--- src/rtl/fetch_unit.sv ---
// fetch_unit: instruction fetch stage in front of the unified memory.
// Owns the PC, captures the combinationally returned instruction word into
// a two-entry queue and hands {pc, inst} to decode over valid/ready.
// Optional build macro: FETCH_PERF_CNT_EN adds fetch_count / stall_count.
module fetch_unit #(
    parameter int ADDR_W   = 8,
    parameter int DATA_W   = 32,
    parameter int RESET_PC = 0
) (
    input  logic              clk,
    input  logic              rst,
    input  logic              start,
    input  logic              halt_req,
    input  logic              branch_taken,
    input  logic [ADDR_W-1:0] branch_target,
    output logic [ADDR_W-1:0] pc,
    input  logic [DATA_W-1:0] inst,
    output logic              out_valid,
    input  logic              out_ready,
    output logic [DATA_W-1:0] out_inst,
    output logic [ADDR_W-1:0] out_pc,
`ifdef FETCH_PERF_CNT_EN
    output logic [31:0]       fetch_count,
    output logic [31:0]       stall_count,
`endif
    output logic              busy
);

    typedef enum logic [1:0] {
        ST_IDLE   = 2'd0,
        ST_RUN    = 2'd1,
        ST_HALTED = 2'd2
    } state_t;

    localparam logic [ADDR_W-1:0] PC_RESET = ADDR_W'(RESET_PC);
    localparam logic [ADDR_W-1:0] PC_ONE   = ADDR_W'(1);

    state_t            state_q, state_d;
    logic [ADDR_W-1:0] pc_q, pc_d;
    logic [1:0]        count_q, count_d;
    logic [DATA_W-1:0] head_inst_q, head_inst_d;
    logic [ADDR_W-1:0] head_pc_q, head_pc_d;
    logic [DATA_W-1:0] tail_inst_q, tail_inst_d;
    logic [ADDR_W-1:0] tail_pc_q, tail_pc_d;

    logic pop;
    logic redirect;
    logic can_accept;
    logic push;

    // A pop is a completed handshake with decode; a full queue can still
    // accept a new word when the head leaves in the same cycle. A taken
    // branch blocks the fetch because pc is about to be replaced.
    always_comb begin
        pop        = (count_q != 2'd0) && out_ready;
        redirect   = branch_taken && (state_q != ST_IDLE);
        can_accept = (count_q != 2'd2) || pop;
        push       = (state_q == ST_RUN) && !branch_taken && can_accept;
    end

    // Control state machine: IDLE waits for start, RUN fetches, HALTED
    // lets the queue drain and resumes on start or on a redirect.
    always_comb begin
        state_d = state_q;
        case (state_q)
            ST_IDLE: begin
                if (start) begin
                    state_d = ST_RUN;
                end
            end
            ST_RUN: begin
                if (halt_req) begin
                    state_d = ST_HALTED;
                end
            end
            ST_HALTED: begin
                if (start || branch_taken) begin
                    state_d = ST_RUN;
                end
            end
            default: begin
                state_d = ST_IDLE;
            end
        endcase
    end

    // PC update: a redirect wins over sequential advance; otherwise pc only
    // moves when the current word was actually pushed (wraps naturally).
    always_comb begin
        pc_d = pc_q;
        if (redirect) begin
            pc_d = branch_target;
        end else if (push) begin
            pc_d = pc_q + PC_ONE;
        end
    end

    // Two-entry FIFO kept as head/tail registers so the head drives the
    // outputs straight from flops. A redirect flushes everything and drops
    // any pop happening in the same cycle.
    always_comb begin
        count_d     = count_q;
        head_inst_d = head_inst_q;
        head_pc_d   = head_pc_q;
        tail_inst_d = tail_inst_q;
        tail_pc_d   = tail_pc_q;
        if (redirect) begin
            count_d = 2'd0;
        end else begin
            case ({push, pop})
                2'b10: begin
                    if (count_q == 2'd0) begin
                        head_inst_d = inst;
                        head_pc_d   = pc_q;
                    end else begin
                        tail_inst_d = inst;
                        tail_pc_d   = pc_q;
                    end
                    count_d = count_q + 2'd1;
                end
                2'b01: begin
                    head_inst_d = tail_inst_q;
                    head_pc_d   = tail_pc_q;
                    count_d     = count_q - 2'd1;
                end
                2'b11: begin
                    if (count_q == 2'd1) begin
                        head_inst_d = inst;
                        head_pc_d   = pc_q;
                    end else begin
                        head_inst_d = tail_inst_q;
                        head_pc_d   = tail_pc_q;
                        tail_inst_d = inst;
                        tail_pc_d   = pc_q;
                    end
                end
                default: begin
                    count_d = count_q;
                end
            endcase
        end
    end

    // State, PC and queue registers with synchronous active-low reset.
    always_ff @(posedge clk) begin
        if (!rst) begin
            state_q     <= ST_IDLE;
            pc_q        <= PC_RESET;
            count_q     <= 2'd0;
            head_inst_q <= '0;
            head_pc_q   <= '0;
            tail_inst_q <= '0;
            tail_pc_q   <= '0;
        end else begin
            state_q     <= state_d;
            pc_q        <= pc_d;
            count_q     <= count_d;
            head_inst_q <= head_inst_d;
            head_pc_q   <= head_pc_d;
            tail_inst_q <= tail_inst_d;
            tail_pc_q   <= tail_pc_d;
        end
    end

    assign pc        = pc_q;
    assign out_valid = (count_q != 2'd0);
    assign out_inst  = head_inst_q;
    assign out_pc    = head_pc_q;
    assign busy      = (state_q == ST_RUN);

`ifdef FETCH_PERF_CNT_EN
    logic [31:0] fetch_count_q, fetch_count_d;
    logic [31:0] stall_count_q, stall_count_d;

    // Performance counters: pushes, and RUN cycles lost to a full queue.
    always_comb begin
        fetch_count_d = fetch_count_q;
        stall_count_d = stall_count_q;
        if (push) begin
            fetch_count_d = fetch_count_q + 32'd1;
        end
        if ((state_q == ST_RUN) && (count_q == 2'd2) && !pop && !branch_taken) begin
            stall_count_d = stall_count_q + 32'd1;
        end
    end

    // Counter registers, cleared by reset and wrapping at 2^32.
    always_ff @(posedge clk) begin
        if (!rst) begin
            fetch_count_q <= 32'd0;
            stall_count_q <= 32'd0;
        end else begin
            fetch_count_q <= fetch_count_d;
            stall_count_q <= stall_count_d;
        end
    end

    assign fetch_count = fetch_count_q;
    assign stall_count = stall_count_q;
`endif

endmodule

--- config.mk ---
export PLATFORM = sky130hd
export DESIGN_NAME = fetch_unit
export DESIGN_NICKNAME = d
export VERILOG_FILES = /design/src/rtl/fetch_unit.sv
export SDC_FILE = /design/constraint.sdc
export NUM_CORES = 1
export LEC_CHECK = 0
export BUFFER_PORTS_ARGS = -buffer_cell sky130_fd_sc_hd__buf_4
export CAP_MARGIN = 5
export CORE_ASPECT_RATIO = 1.25
export CORE_MARGIN = 2
export CORE_UTILIZATION = 43
export CTS_CLUSTER_DIAMETER = 50
export DETAILED_ROUTE_END_ITERATION = 16
export GPL_TIMING_DRIVEN = 0
export HOLD_SLACK_MARGIN = 0.12
export PLACE_DENSITY = 0.7
export SLEW_MARGIN = 10
export SYNTH_ARGS = -nofsm -noshare
export SYNTH_HDL_FRONTEND = slang
export SYNTH_SLANG_ARGS = --single-unit
--- constraint.sdc ---
create_clock -name clk -period 4.1 [get_ports clk]
set_input_delay 0.82 -clock clk [delete_from_list [all_inputs] [get_ports clk]]
set_output_delay 0.82 -clock clk [all_outputs]
set_load 0.1 [all_outputs]
# ---- Word-level counts from Yosys, hierarchy flattened
# Index checks and enable logic that the tools add are counted.
dict set report word_totals {
  register_bits 92
  latch_bits 0
  ram_bits 0
  rom_bits 0
  word_cells 63
  n_memories 0
}
dict set report classes {
  addsub 3
  n_mul 0
  div 0
  order_cmp 0
  n_eq_ne 13
  n_shift 0
  mux 19
  bitwise 2
  reduce_logical 19
}
# cell n
set op_table {}
lappend op_table {{$mux 32} 4}
lappend op_table {{$pmux 32 s3} 1}
lappend op_table {{$pmux 32 s2} 1}
lappend op_table {{$mux 8} 6}
lappend op_table {{$pmux 8 s3} 1}
lappend op_table {{$pmux 8 s2} 1}
lappend op_table {{$ne 2x2->1 const B} 7}
lappend op_table {{$reduce_bool 2->1} 5}
lappend op_table {{$add 8x1->8 const B} 1}
lappend op_table {{$eq 2x1->1 const B} 3}
lappend op_table {{$eq 2x2->1 const B} 3}
lappend op_table {{$mux 2} 3}
lappend op_table {{$pmux 2 s3} 1}
lappend op_table {{$reduce_and 3->1} 2}
lappend op_table {{$logic_and 1x1->1} 4}
lappend op_table {{$logic_not 2->1} 2}
lappend op_table {{$pmux 2 s2} 1}
lappend op_table {{$reduce_and 4->1} 1}
lappend op_table {{$reduce_bool 3->1} 1}
lappend op_table {{$add 2x1->2 const B} 1}
lappend op_table {{$logic_or 1x1->1} 2}
lappend op_table {{$not 1->1} 2}
lappend op_table {{$reduce_or 2->1} 1}
lappend op_table {{$sub 2x1->2 const B} 1}
lappend op_table {{$logic_not 1->1} 1}

# ---- Logic depth before layout (Yosys ltp)
# Gate-level depths: netlist (run 1).
dict set report depth {
  word_depth 7
  depth_mapped 9
  ltp_nobuf 6
}

# ---- Least setup slack after synthesis (run 1)
# Ideal clock, no wire load.
dict set report synth_path {
  kind {reg-to-output}
  from {reg state_q[0]}
  to {out busy}
  arrival_ns 1.809
  required_time_ns 3.280
  path_slack_ns 1.471
  path_stages_with_launch 2
  n_path_buf 0
  path_cell_list {dfxtp_1 nor2b_1}
}
dict set report synth_between {
  elab_chain_len 1
}
# element line_no
set synth_rtl {}
lappend synth_rtl {{start: declaration} 38} ;# state_t state_q, state_d;
lappend synth_rtl {{start signal: assignment} 155} ;# state_q <= state_d;
lappend synth_rtl {{$eq 2x1->1} 169} ;# assign busy = (state_q == ST_RUN);
lappend synth_rtl {{end: declaration} 26} ;# output logic busy
# No other way between the ends.

# ---- Worst setup path after layout (run 1)
dict set report layout_path {
  from {reg count_q[0]}
  to {reg head_pc_q[3] (netlist: out_pc[3])}
}
dict set report layout_between {
  elab_chain_len 7
  word_cells_on_any_way 15
  classes_between {eq/ne: 6; mux: 2; reduce/logical: 7}
}
# element line_no
set layout_rtl {}
lappend layout_rtl {{start: declaration} 40} ;# logic [1:0] count_q, count_d;
lappend layout_rtl {{start signal: assignment} 157} ;# count_q <= count_d;
lappend layout_rtl {{$reduce_bool 2->1} 55} ;# pop = (count_q != 2'd0) && out_ready;
lappend layout_rtl {{$logic_and 1x1->1} 55}
lappend layout_rtl {{$logic_or 1x1->1} 57} ;# can_accept = (count_q != 2'd2) || pop;
lappend layout_rtl {{$logic_and 1x1->1} 58} ;# push = (state_q == ST_RUN) && !branch_taken && can_accept;
lappend layout_rtl {{$eq 2x2->1 / $eq 2x1->1 (equally long branches)} 110} ;# case ({push, pop})
lappend layout_rtl {{$ne 2x2->1 (no line) / $reduce_bool 3->1 (equally long branches)} n/a}
lappend layout_rtl {{$reduce_and 3->1 (no line)} n/a}
lappend layout_rtl {{end signal: assignment} 159} ;# head_pc_q <= head_pc_d;
lappend layout_rtl {{end: declaration} 42} ;# logic [ADDR_W-1:0] head_pc_q, head_pc_d;
# Parallel ways exist; a longest one is shown, timed or not.
# A chain may end at the register's enable or synchronous reset.

==> results of run 1 <==
-- power by group through the flow --
stage	logic, mW	registers (mW)	clock network, mW
2_1_floorplan	0.458	2.05	0
3_3_place_gp	1.74	1.15	0
3_5_place_dp	1.76	1.15	0
4_1_cts	1.76	1.14	0.849
5_1_grt	1.84	1.16	0.891
6_report	1.75	1.14	0.829
-- logic make-up (layout without fill, tap and decap cells) --
group,Yosys count,after routing
simple gates,187,187
compound gates,153,153
flops,92,92
buf+inv,46,156
xor+xnor,6,6
fa+ha+maj,4,4
mux,2,2
-- final timing paths --
path	end	slack [ns]	cells after the start
setup / recovery	out_pc[3]	1.69	7
hold / removal	tail_inst_q[29]	0.45	2
setup reg to reg	out_pc[3]	1.69	7
hold reg to reg	tail_inst_q[29]	0.45	2
-- metrics by stage --
step | total power, mW | utilization (%) | instances | hold slack, ns
global placement | 2.894 | 53.36 | 707 | 0.4401
CTS | 3.745 | 56.73 | 723 | 0.4557
global route | 3.889 | 56.73 | 723 | 0.4773
finish | 3.715 | 56.73 | 723 | 0.4532
floorplan | 2.511 | - | 490 | 0.4353
detailed placement | 2.909 | 53.36 | 707 | 0.4469
-- flip-flops by register name (all words and copies together), names as in the netlist --
name         count
out_pc           8
count_q          2
state_q          2
tail_inst_q     32
out_inst        32
pc               8
tail_pc_q        8
-- synth_stat cells, drive strengths merged --
library cell	count	area share, %
nand2	162	15
dfxtp	92	47
o21ai	51	6.4
a31oi	41	6.5
a21boi	40	7.6
clkbuf	27	2.6
buf	12	1.9
a21oi	10	1.4
inv	7	0.66
xnor2	6	1.3
a2111oi	4	2.5
ha	4	1.3
nor2	4	0.38
nor2b	4	0.63
nor3	4	0.79
nand3	3	0.38
a211oi	2	0.38
nand2b	2	0.32
nor4bb	2	0.51
o21a	2	0.38
a221o	1	0.25
a311oi	1	0.22
and2	1	0.16
mux2	1	0.28
mux2i	1	0.25
nand4	1	0.16
nor3b	1	0.19
nor4	1	0.16
o31a	1	0.22
or3	1	0.16
or3b	1	0.22
-- final cells by class --
type                    instances  area [um2]  share of cell area (%)
plain buffers                  39       176.4                   3.445
clock buffers                  12       256.5                   5.009
clock inverters                 4       47.55                  0.9284
inverters                       7       26.28                  0.5131
multi-input cells             352        1913                   37.36
flip-flops and latches         92        1842                   35.96
well taps                     123       153.9                   3.005
repair buffers                 94       705.7                   13.78
-- critical path, cell delays in order, from the launching register on --
cell	delay (ns)
dfxtp_1	0.38
inv_1	0.08
ha_1	0.29
nand2b_1	0.41
nor2_1	0.42
clkbuf_1	0.42
nand2_1	0.13
a31oi_1	0.19
-- cells in the final DEF (no fill, tap or decap), types with 2 or more instances in the layout --
cell type	synthesis	layout
a2111oi_4	3	3
nand3_1	3	3
nand2_1	162	162
a211oi_1	2	2
o21ai_1	2	2
a21boi_1	40	40
buf_4	4	98
buf_2	6	6
dfxtp_1	92	92
nor2b_1	4	4
clkbuf_1	27	28
o21ai_0	49	49
nor4bb_1	2	2
nor3_1	3	3
xnor2_1	6	6
clkbuf_16	0	9
a31oi_1	41	41
o21a_1	2	2
nand2b_1	2	2
ha_1	4	4
a21oi_1	9	9
nor2_1	4	4
clkbuf_8	0	2
clkinv_2	0	2
inv_1	7	7
-- per-layer routing --
| layer | up-vias | routed length (um) | GRT usage [%] |
|---|---|---|---|
| met1 | 1753 | 4239 | 23.67 |
| li1 | 1887 | - | - |
| met3 | 17 | 447 | 3.875 |
| met2 | 105 | 5091 | 37.27 |
| met4 | 0 | 218 | 7.487 |
| met5 | - | 0 | 0 |
==> flow_metrics.tcl, run 1 <==
set metrics [dict create \
    hold_viol 0 \
    drc_errors 0 \
    syn_area_um2 3958 \
    syn_nets 540 \
    synth_seq_area_share_pct 46.54 \
    fin_crit_ns 2.410 \
    wl_mm 9.997 \
    cts_sinks 92 \
    cts_resized 0 \
    synth-simple-area-share_pct 19.41 \
    power_switching_share_pct 48.55 \
    via_per_inst 5.203 \
    fillCellCount 869 \
    cp-startpoint "count_q[0]" \
    place_ws_ns 1.677 \
    worstSetupPathType "reg2reg" \
    vias 3762 \
    drive_gt1_share_pct 21.17 \
    synth-xor-area-share_pct 1.328 \
    worstPathRequired_ns 4.35 \
    rr_startpoint "count_q[0]" \
    final_cell_area_um2 5121 \
    grt_pass1_wl_mm 16.76 \
    overflow 0 \
    hp-start "tail_inst_q[29]" \
    status "finished, final reports clean" \
    ant_nets 0 \
    fp.dieH_um 111.3 \
    peakVddDrop_v 0.0004664 \
    row_count 39 \
    clockPowerShare_pct 22.3 \
    layout.nets 645 \
    yosys_warnings 0 \
    synth_cells 490 \
    leakagePower_nw 1.972 \
    p_int_mw 1.912 \
    post_cts_buffers 0 \
    hold_buffers 0 \
    clock.fmax_mhz 415.0 \
    syn_to_final_growth_pct 29.40 \
    min_period_over_period_pct 58.77 \
    globalplace.congestion 0.7897 \
    clk_pin_slew_worst_paths_ns 0.06 \
    drv_slew 0 \
    endpoint_kind "flop" \
    clkLatencyLatePin_ns 0.33 \
    grt_max_degree 15 \
    start_util_pct 43.84 \
    muxShareOfSynthArea_pct 0.5375 \
    power.switching_mw 1.804 \
    htreeDepth 3 \
    timing.final.setup_violations 0 \
    yosysUniqueCellTypes 38 \
    cap_viol_max_count 0 \
    finClkSkew_ns 0.004478 \
    setup_tns_ns 0 \
    worstSetupStartpointType "flop" \
    grt_pass1_vias 3569 \
    grt_antenna_before_repair 0 \
    powerDensity_nw_per_um2 725.5 \
    io_pins 96 \
    rsz0062_at_grt "false" \
    dp_hpwl_mm 7.263 \
    clockBufferDepth 2 \
    synthAdderAreaFrac_pct 1.265 \
    die_area_um2 9992 \
    clockRootBuffer "clkbuf_16" \
    drtIter0Drc 148 \
    synth_seq_cells 92 \
    drt-pass1-iter-count 5 \
    diodes 0 \
    max_slew_margin_pct 63.32 \
    track_usage_pct 20.43 \
    worstMarginPinSlew_ns 0.5465 \
    synth.avg_cell_area_um2 8.077 \
    post_dp_cell_area_um2 4817 \
    min_path_type "reg2reg" \
    worst_slack_ns 1.690 \
    coreArea_um2 9027 \
    wl_per_cell_um 13.83 \
    seqPwrFrac_pct 30.5 \
    synth_compound_area_share_pct 25.80 \
    fp.dieW_um 89.81 \
    p_comb_share_pct 47.1 \
    numCtsBuffers 9 \
    synth_top_family_by_area "compound AO/OA/AOI/OAI gates" \
    cts_tree "done" \
    arrival_ns 2.66 \
    io_buffers 94 \
    cp_max_fo 10 \
]
Power figures use the tool's default switching activity.
==> inputs of run 2 (changes only) <==
- PLACE_DENSITY: 0.7 -> 0.73
- clock period: 4.1 -> 2.05 ns (I/O delays scaled with it)
==> flow_metrics.tcl, run 2 (synthesized netlist as in run 1, its figures left out) <==
set metrics [dict create \
    seqPwrFrac_pct 29.7 \
    via_per_inst 5.141 \
    grt_max_degree 15 \
    worstSetupStartpointType "flop" \
    finClkSkew_ns 0.006903 \
    start_util_pct 43.84 \
    clockRootBuffer "clkbuf_16" \
    cap_viol_max_count 0 \
    hold_viol 0 \
    endpoint_kind "flop" \
    p_comb_share_pct 47.3 \
    min_path_type "in2reg" \
    grt_antenna_before_repair 0 \
    cts_sinks 92 \
    worstPathRequired_ns 2.28 \
    fillCellCount 832 \
    max_slew_margin_pct 63.78 \
    powerDensity_nw_per_um2 1457 \
    grt_pass1_wl_mm 16.42 \
    min_period_over_period_pct 93.02 \
    drive_gt1_share_pct 26.00 \
    power.switching_mw 3.631 \
    worstSetupPathType "reg2reg" \
    cts_tree "done" \
    track_usage_pct 20.02 \
    arrival_ns 2.14 \
    layout.nets 645 \
    globalplace.congestion 0.8235 \
    overflow 0 \
    holdWs_ns 0.3247 \
    post_dp_cell_area_um2 4825 \
    wl_mm 9.856 \
    total_power_mw 7.651 \
    coreArea_um2 9027 \
    io_buffers 94 \
    io_pins 96 \
    rsz0062_at_grt "false" \
    grt_pass1_vias 3515 \
    syn_to_final_growth_pct 32.69 \
    clk_pin_slew_worst_paths_ns 0.06 \
    cp_max_fo 10 \
    peakVddDrop_v 0.0008574 \
    ant_nets 0 \
    power_switching_share_pct 47.46 \
    status "finished, final reports clean" \
    timing.final.setup_violations 0 \
    p_int_mw 4.020 \
    htreeDepth 3 \
    fp.dieW_um 89.81 \
    worstMarginPinSlew_ns 0.5396 \
    clock.fmax_mhz 524.4 \
    clkLatencyLatePin_ns 0.34 \
    layout_commonest_cell "nand2_1" \
    drt-pass1-iter-count 4 \
    fp.dieH_um 111.3 \
    drc_errors 0 \
    drv_slew 0 \
    leakagePower_nw 2.052 \
    post-route-util_pct 58.17 \
    numCtsBuffers 9 \
    final_cell_area_um2 5251 \
    wl_per_cell_um 13.63 \
    die_area_um2 9992 \
    row_count 39 \
    drtIter0Drc 133 \
    vias 3717 \
    dp_hpwl_mm 7.239 \
    diodes 0 \
    final_cell_mix "nand2_1, buf_4, dfxtp_1" \
    fin_crit_ns 1.907 \
    hold_buffers 0 \
    clockPowerShare_pct 23.0 \
    clockBufferDepth 2 \
]
run 2: through the flow:
stage	setup WS, ns	instances	setup TNS [ns]
5_1_grt	0.007159	723	0
4_1_cts	0.008184	723	0
2_1_floorplan	0.08928	490	0
3_3_place_gp	-0.2397	707	-8.066
3_5_place_dp	-0.3037	707	-10.99
6_report	0.1431	723	0
run 2: power by group through the flow:
stage / combinational (mW) / clock, mW / sequential, mW
3_3_place_gp: 3.47 / 0 / 2.30
6_report: 3.62 / 1.76 / 2.28
4_1_cts: 3.59 / 1.79 / 2.28
2_1_floorplan: 0.915 / 0 / 4.11
3_5_place_dp: 3.50 / 0 / 2.31
5_1_grt: 3.80 / 1.86 / 2.31
run 2: final timing paths:
kind,startpoint,endpoint,slack [ns],cells after the start
worst max register to register,count_q[0],tail_inst_q[22],0.14,8
worst min-delay path,inst[30],tail_inst_q[30],0.32,3
worst max-delay path,count_q[0],tail_inst_q[22],0.14,8
worst min register to register,tail_inst_q[16],tail_inst_q[16],0.45,2
run 2: timing repair:
action                     CTS  global route
resized for setup           28            15
pin swaps                    0             2
buffers inserted             0             1
setup endpoints to repair   80            80
run 2: layout make-up:
cell class	instances	area (um2)	share of cell area, %
clock inverters	4	72.57	1.382
multi-input cells	352	1957	37.26
inverters	7	26.28	0.5004
repair buffers	95	713.2	13.58
clock buffers	12	246.5	4.694
well taps	123	153.9	2.931
flip-flops and latches	92	1848	35.19
plain buffers	38	234.0	4.456
run 2: worst max-delay path, cell delays in order, from the launching register on:
cell and delay, ns:
dfxtp_2 0.34, inv_1 0.06, ha_1 0.19, buf_4 0.19, mux2_2 0.31, or3_4 0.37, buf_4 0.19, nand2_1 0.09
a21boi_1 0.06
run 2: layer usage:
metal / vias up / wire [um] / share of wire, % / track usage [%]
met3: 11 / 432 / 4.4 / 3.603
met4: 0 / 169 / 1.7 / 8.308
met1: 1740 / 4295 / 44 / 24.08
li1: 1884 / - / - / -
met5: - / 0 / 0 / 0
met2: 82 / 4959 / 50 / 35.15
==> inputs of run 3 (changes only) <==
- CTS_BUF_LIST: not set -> sky130_fd_sc_hd__clkbuf_4 sky130_fd_sc_hd__clkbuf_8 sky130_fd_sc_hd__clkbuf_16
==> flow_metrics.tcl, run 3 (synthesized netlist as in run 1, its figures left out) <==
set metrics [dict create \
    status "finished, final reports clean" \
    grt_max_degree 15 \
    drv_slew 0 \
    total_power_mw 7.685 \
    cts_sinks 92 \
    drt-pass1-iter-count 4 \
    max_stage_delay_ns 0.37 \
    clockPowerShare_pct 23.3 \
    path_cells "inv_1 > ha_1 > buf_4 > mux2_2 > or3_4 > buf_4 > nand2_1 > a21boi_1" \
    cpMostUsedCell "buf_4" \
    power.switching_mw 3.639 \
    io_buffers 94 \
    peakVddDrop_v 0.0008579 \
    grt_pass1_vias 3519 \
    diodes 0 \
    vias 3710 \
    dp_hpwl_mm 7.239 \
    layout_commonest_cell "nand2_1" \
    finalNonFillerCells 723 \
    io_pins 96 \
    endpoint "tail_inst_q[22]" \
    syn_to_final_growth_pct 32.88 \
    holdWs_ns 0.3216 \
    finClkSkew_ns 0.006872 \
    clockRootBuffer "clkbuf_16" \
    worstSetupPathType "reg2reg" \
    endpoint_kind "flop" \
    min_path_type "in2reg" \
    dp_cells 707 \
    layout.nets 645 \
    clockBufferDepth 2 \
    drc_errors 0 \
    worstPathRequired_ns 2.28 \
    arrival_ns 2.15 \
    hold_viol 0 \
    leakagePower_nw 2.059 \
    row_count 39 \
    rsz0062_at_grt "false" \
    p_int_mw 4.047 \
    hold_buffers 0 \
    seqPwrFrac_pct 29.6 \
    drtIter0Drc 147 \
    worstMarginPinSlew_ns 0.5435 \
    powerDensity_nw_per_um2 1461 \
    min_period_over_period_pct 93.57 \
    p_comb_share_pct 47.0 \
    grt_antenna_before_repair 0 \
    cp_max_fo 10 \
    cts_tree "done" \
    die_area_um2 9992 \
    reg2reg_to "tail_inst_q[22]" \
    reg2reg_depth 8 \
    globalplace.congestion 0.8235 \
    clk_pin_slew_worst_paths_ns 0.06 \
    power_switching_share_pct 47.35 \
    fp.dieH_um 111.3 \
    fp.dieW_um 89.81 \
    track_usage_pct 20.08 \
    timing.final.setup_violations 0 \
    max_slew_margin_pct 63.52 \
    worstSetupStartpointType "flop" \
    via_per_inst 5.131 \
    start_util_pct 43.84 \
    wl_mm 9.892 \
    clkLatencyLatePin_ns 0.34 \
    coreArea_um2 9027 \
    cap_viol_max_count 0 \
    rr_startpoint "count_q[0]" \
    ant_nets 0 \
    numCtsBuffers 9 \
    htreeDepth 3 \
    drive_gt1_share_pct 26.33 \
    crit_path_top_delay_cell "or3_4" \
    overflow 0 \
    fin_crit_ns 1.918 \
    clock.fmax_mhz 521.3 \
    cp-startpoint "count_q[0]" \
    grt_pass1_wl_mm 16.46 \
    final_cell_mix "nand2_1, buf_4, dfxtp_1" \
    reg2reg_setup_slack_ns 0.13 \
    wl_per_cell_um 13.68 \
]
==> run 3: cell counts in the layout (fill, tap and decap cells not counted) <==
Identical to the previous run, type by type.
==> run 3: area by class of cell <==
class	instances	area, um2
Clock inverter	4	72.57
Inverter	7	26.28
Tap cell	123	153.9
Sequential cell	92	1848
Buffer	38	234.0
Timing Repair Buffer	95	713.2
Multi-Input combinational cell	352	1957
Clock buffer	12	254.0
Fill cell	830	3769
==> run 3: worst min-delay path by stage <==
stage	start	slack, ns	endpoint	cells past startpoint
finish	inst[30]	0.32	tail_inst_q[30]	3
detailed placement	tail_inst_q[16]	0.45	tail_inst_q[16]	2
CTS	inst[30]	0.32	tail_inst_q[30]	3
global placement	tail_inst_q[30]	0.44	tail_inst_q[30]	2
global route	inst[24]	0.33	tail_inst_q[24]	3
floorplan	tail_inst_q[0]	0.44	tail_inst_q[0]	2
==> run 3: critical path: cells and delay by family, from the launching register on <==
kind                       cells  cell delay, ns
AOI/OAI and AO/OA              1            0.07
and+or+nand+nor                2            0.46
DFF                            1            0.34
buffers and inverters          3            0.44
adders and majority gates      1            0.19
muxes                          1            0.31
==> run 3: power by group through the flow <==
stage / registers, mW / logic (mW) / clock network [mW]
finish: 2.28 / 3.62 / 1.79
global route: 2.31 / 3.80 / 1.89
CTS: 2.28 / 3.59 / 1.81
detailed placement: 2.31 / 3.50 / 0
global placement: 2.30 / 3.47 / 0
floorplan: 4.11 / 0.915 / 0
==> run 3: per-stage QoR <==
stage / setup TNS, ns / instance area [um2] / util (%) / setup slack, ns
2_1_floorplan: 0 / 3965 / - / 0.08928
3_3_place_gp: -8.066 / 4825 / 53.44 / -0.2397
3_5_place_dp: -10.99 / 4825 / 53.44 / -0.3037
4_1_cts: 0 / 5211 / 57.73 / 0.008228
5_1_grt: 0 / 5259 / 58.25 / 0.007500
6_report: 0 / 5259 / 58.25 / 0.1319
==> run 3: metal layers <==
layer  up-vias  share of wire, %  GRT usage, %
met5         -                 0             0
met4         0               1.8         8.308
met3        13               4.2         3.807
met2        76                50         35.20
met1      1742                44         24.08
li1       1879                 -             -
==> run 3: what timing repair did <==
action | 4_1_cts | 5_1_grt
setup endpoints to repair | 80 | 80
cloned | 0 | 0
buffers inserted | 0 | 1
resized for setup | 28 | 15
pin swaps | 0 | 2
